<file path="src/rtl/score_ram.sv">
// score_ram: DEPTH x DATA_W score store with a zero-clear sweep after reset and a READ_LAT-deep read pipeline.
// Optional build macro SCORE_RAM_WFWD_EN selects write-first forwarding for same-edge, same-address read+write.
module score_ram #(
    parameter int DATA_W   = 7,
    parameter int ADDR_W   = 5,
    parameter int DEPTH    = 32,
    parameter int READ_LAT = 1
) (
    input  logic              clk,
    input  logic              rst,
    input  logic              RAM_R,
    input  logic              RAM_W,
    input  logic [ADDR_W-1:0] RAM_addr,
    input  logic [DATA_W-1:0] RAM_wdata,
    output logic [DATA_W-1:0] RAM_data,
    output logic              rd_valid,
    output logic              init_done
);

    typedef enum logic {CLEAR, READY} state_t;

    // One extra counter bit so DEPTH = 2**ADDR_W finishes without wrapping.
    localparam logic [ADDR_W:0] DEPTH_C = (ADDR_W+1)'(DEPTH);
    localparam logic [ADDR_W:0] LAST_C  = (ADDR_W+1)'(DEPTH - 1);

    state_t            state_q;
    logic [ADDR_W:0]   cnt_q;

    logic [DATA_W-1:0] mem [DEPTH];
    logic [DATA_W-1:0] rd_data_q [READ_LAT];
    logic [READ_LAT-1:0] rd_vld_q;

    logic              ready;
    logic              addr_ok;
    logic              mem_we;
    logic [ADDR_W-1:0] mem_waddr;
    logic [DATA_W-1:0] mem_wdata;
    logic [DATA_W-1:0] rd_cap_d;

    assign ready   = (state_q == READY);
    assign addr_ok = ({1'b0, RAM_addr} < DEPTH_C);

    always_ff @(posedge clk or posedge rst) begin
        if (rst) begin
            state_q   <= CLEAR;
            cnt_q     <= '0;
            init_done <= 1'b0;
        end else if (state_q == CLEAR) begin
            cnt_q <= cnt_q + 1'b1;
            if (cnt_q == LAST_C) begin
                state_q   <= READY;
                init_done <= 1'b1;
            end
        end
    end

    // The sweep owns the write port until it finishes; requests are ignored meanwhile.
    always_comb begin
        mem_we    = 1'b0;
        mem_waddr = RAM_addr;
        mem_wdata = RAM_wdata;
        if (!ready) begin
            mem_we    = 1'b1;
            mem_waddr = cnt_q[ADDR_W-1:0];
            mem_wdata = '0;
        end else if (RAM_W && addr_ok) begin
            mem_we = 1'b1;
        end
    end

    // Out-of-range reads still complete, returning zero.
    always_comb begin
        rd_cap_d = '0;
        if (addr_ok) begin
            rd_cap_d = mem[RAM_addr];
`ifdef SCORE_RAM_WFWD_EN
            if (RAM_W) begin
                rd_cap_d = RAM_wdata;
            end
`endif
        end
    end

    always_ff @(posedge clk) begin
        if (mem_we) begin
            mem[mem_waddr] <= mem_wdata;
        end
        rd_data_q[0] <= rd_cap_d;
        for (int i = 1; i < READ_LAT; i++) begin
            rd_data_q[i] <= rd_data_q[i-1];
        end
    end

    // Valid bits travel alongside the data; reset drops anything in flight.
    always_ff @(posedge clk or posedge rst) begin
        if (rst) begin
            rd_vld_q <= '0;
            rd_valid <= 1'b0;
            RAM_data <= '0;
        end else begin
            rd_vld_q[0] <= ready && RAM_R;
            for (int i = 1; i < READ_LAT; i++) begin
                rd_vld_q[i] <= rd_vld_q[i-1];
            end
            rd_valid <= rd_vld_q[READ_LAT-1];
            if (rd_vld_q[READ_LAT-1]) begin
                RAM_data <= rd_data_q[READ_LAT-1];
            end
        end
    end

endmodule

</file>
<file path="config.mk">
export PLATFORM = sky130hd
export DESIGN_NAME = score_ram
export DESIGN_NICKNAME = d
export VERILOG_FILES = /design/src/rtl/score_ram.sv
export SDC_FILE = /design/constraint.sdc
export NUM_CORES = 1
export LEC_CHECK = 0
export ABC_AREA = 1
export BUFFER_PORTS_ARGS = -buffer_cell sky130_fd_sc_hd__buf_2
export CAP_MARGIN = 40
export CORE_MARGIN = 3
export CORE_UTILIZATION = 56
export DETAILED_ROUTE_END_ITERATION = 10
export PLACE_DENSITY = 0.75
export RECOVER_POWER = 100
export SLEW_MARGIN = 20
export SYNTH_ARGS = -nofsm -noshare
export SYNTH_HDL_FRONTEND = slang
export SYNTH_SLANG_ARGS = --single-unit
</file>
<file path="constraint.sdc">
create_clock -name clk -period 1.9 [get_ports clk]
set_input_delay 0 -clock clk [delete_from_list [all_inputs] [get_ports clk]]
set_output_delay 0 -clock clk [all_outputs]
set_load 0.02 [all_outputs]
</file>
==> flow_metrics.env <==
export IMPL_status="complete, no violations"
export IMPL_slew_headroom=0.543
export IMPL_final_setup_viol_count=0
export IMPL_cp_start_kind="flip-flop"
export IMPL_drive_above_1_share=0.141
export IMPL_start_util=0.581
export IMPL_cts_sinks=248
export IMPL_synth_compound_area_frac=0.00514
export IMPL_period_needed_ps=1850
export IMPL_synth_most_common_cell="nand2_1"
export IMPL_grt_pass1_wl_mm=35.9
export IMPL_portBuffers=24
export IMPL_post_route_util=0.665
export IMPL_switchingPower_w=0.00252
export IMPL_synth_fp_nets=915
export IMPL_wl_per_cell_microns=19.2
export IMPL_fin_tns_setup_ps=0
export IMPL_post_dp_hpwl_mm=14.2
export IMPL_first_global_vias=6593
export IMPL_peakVddDrop_uv=968
export IMPL_reg2regPathDepth=7
export IMPL_routabilityCongestion=0.876
export IMPL_critPathCaptureType="flip-flop"
export IMPL_place_inst=1164
export IMPL_drtIter0Drc=784
export IMPL_post_route_drc_count=0
export IMPL_combPwrFrac=0.067
export IMPL_pin_count=25
export IMPL_synth_area_leaders="edfxtp_1, nand2_1, nand3_1"
export IMPL_grt_max_degree=57
export IMPL_dieArea_sq_mm=0.0199
export IMPL_cts_max_path_buffers=3
export IMPL_async_reset_ff_frac=0.0685
export IMPL_finalNonFillerCells=1213
export IMPL_yosysTopAreaCell="edfxtp_1"
export IMPL_num_rows=48
export IMPL_synth_xor_area_share=0.00343
export IMPL_cts_root_buf="clkbuf_16"
export IMPL_die_w_microns=141
export IMPL_synth_top_cell_area_share=0.658
export IMPL_vias=6826
export IMPL_crit_type="flip-flop to flip-flop"
export IMPL_clk_pin_slew_ps=60
export IMPL_insertion_delay_ps=510
export IMPL_cap_viol_max_count=0
export IMPL_ys_ff_latch=248
export IMPL_grt_usage=0.234
export IMPL_hold_path_depth=6
export IMPL_synth_area_mux_share=0.00771
export IMPL_core_area_sq_mm=0.0176
export IMPL_tightest_slew_ps=684
export IMPL_sequentialPowerShare=0.514
export IMPL_die_y_microns=141
export IMPL_synth_top_family_by_area="simple AND/OR/NAND/NOR gates"
export IMPL_clkPwrFrac=0.420
export IMPL_antenna_found_initial=0
export IMPL_holdCritPathClass="input pin to flip-flop"
export IMPL_syn_avg_cell_area_sq_um=11.4
export IMPL_timing_fmax_mhz=542
export IMPL_vias_per_cell=5.63
export IMPL_slew_viol_final=0
export IMPL_synth_cell_type_count=26
export IMPL_p_leak_nw=4.57
export IMPL_area_growth_pct=14.4
export IMPL_r2r_slack_ps=50
export IMPL_yosysWarningCount=0
export IMPL_internal_power_w=0.00923
export IMPL_synthAdderAreaFrac=0.00122
export IMPL_grt_overflow_total=0
export IMPL_drtAntennaViolNets=0
export IMPL_synthCells=898
export IMPL_synth_seq_area_share=0.713
export IMPL_cts_htree_levels=1
export IMPL_antenna_cells=0
export IMPL_finClkSkew_ps=7.10
export IMPL_synth_enable_flop_cells=224
export IMPL_drtPass1Iterations=6
export IMPL_worst_ep_arrival_time_ps=2060
export IMPL_layout_setup_ws_ps=53.8
export IMPL_cellPowerDensity_mw_per_mm2=1000
export IMPL_synth_common_cells="nand2_1, edfxtp_1, nand3_1"
export IMPL_cts_buffers=25
export IMPL_synth_ff_type="edfxtp_1"
export IMPL_final_nets=987
export IMPL_hold_violations=0
export IMPL_sw_frac_of_total=0.214
export IMPL_syn_area_sq_mm=0.0102
export IMPL_cts_tree="yes"
export IMPL_yosys_area_share_simple=0.228
export IMPL_required_ps=2120
export IMPL_wl_mm=23.3
export IMPL_fin_crit_sh=0.972
export IMPL_critPathMaxFanout=7
export IMPL_dp_slack_ps=-6.42
[sequential cells by signal (all words and copies together), names as in the netlist]
name / cells
RAM_data: 7
cnt_q: 6
init_done: 1
mem: 224
rd_data_q: 7
rd_valid: 1
rd_vld_q: 1
ready: 1
[layout by cell type, fill, tap and decap left out, types with 2 or more instances in the layout]
master         instances
nand2_1              341
edfxtp_1             224
nand3_1              169
buf_4                 49
nor2_1                39
clkbuf_16             25
inv_1                 23
dfrtp_1               16
clkbuf_1              14
buf_2                 14
mux2_2                 7
clkbuf_2               7
clkbuf_4               7
dfxtp_1                7
clkinv_2               6
xor2_1                 4
bufinv_16              4
buf_12                 4
o21ai_0                3
nand3_2                3
dlygate4sd3_1          3
nor2_2                 2
clkinv_1               2
clkinvlp_4             2
[per-stage QoR]
step / total power (W) / instance area (sq um) / hold slack (ps)
after floorplan: 0.00664 / 10200 / -73.9
after global placement: 0.00692 / 10900 / 123
after detailed placement: 0.00694 / 10900 / 126
after CTS: 0.0118 / 11800 / 5.18
after global routing: 0.0121 / 11700 / 71.0
final: 0.0117 / 11700 / 23.0
[power groups by stage]
stage	Combinational, W	Clock [W]	Sequential (W)
after detailed placement	0.000795	0	0.00614
after floorplan	0.000470	0	0.00617
after global routing	0.000853	0.00523	0.00603
after CTS	0.000807	0.00499	0.00603
after global placement	0.000781	0	0.00614
final	0.000783	0.00493	0.00603
[per-layer routing]
layer / global-route usage / part of all wire / up-vias
li1: - / - / 3213
met1: 0.332 / 0.42 / 3276
met2: 0.377 / 0.48 / 295
met3: 0.0370 / 0.070 / 42
met4: 0.0745 / 0.027 / 0
met5: 0 / 0 / -
[critical path: stages (launching register included)]
cell      delay (ps)
dfrtp_2          450
clkbuf_2         150
buf_4            150
a21oi_4          180
nand3_2          140
buf_4            180
nor2_2           130
buf_4            180
[final cells by class]
| class | instances | area [sq um] |
|---|---|---|
| Tap cell | 225 | 282 |
| Inverter | 25 | 96.3 |
| Multi-Input combinational cell | 576 | 2520 |
| Clock inverter | 15 | 181 |
| Timing Repair Buffer | 94 | 673 |
| Sequential cell | 248 | 7290 |
| Clock buffer | 30 | 654 |
| Fill cell | 1278 | 5890 |
[worst paths after layout]
kind	start	endpoint
max	ready	mem[16][0]
min	RAM_addr[3]	rd_data_q[0][5]
max reg2reg	ready	mem[16][0]
min reg2reg	rd_data_q[0][6]	RAM_data[6]
max in group asynchronous	rst	ready
min in group asynchronous	rst	RAM_data[2]
[cells by family (layout without fill, tap and decap cells)]
| kind of cell | after synthesis | count (layout) |
|---|---|---|
| simple gates | 557 | 557 |
| flops | 248 | 248 |
| buf+inv | 74 | 164 |
| mux | 7 | 7 |
| compound gates | 7 | 7 |
| fa+ha+maj | 1 | 1 |
| xor+xnor | 4 | 4 |
[repair_timing]
| item | 4_1_cts | 5_1_grt |
|---|---|---|
| hold endpoints to repair | 25 | 0 |
| hold buffers | 3 | 0 |
| setup buffers | 0 | 1 |
| endpoints found under the setup margin | 7 | 52 |
| resized for setup | 1 | 3 |
Power figures use the tool's default switching activity.
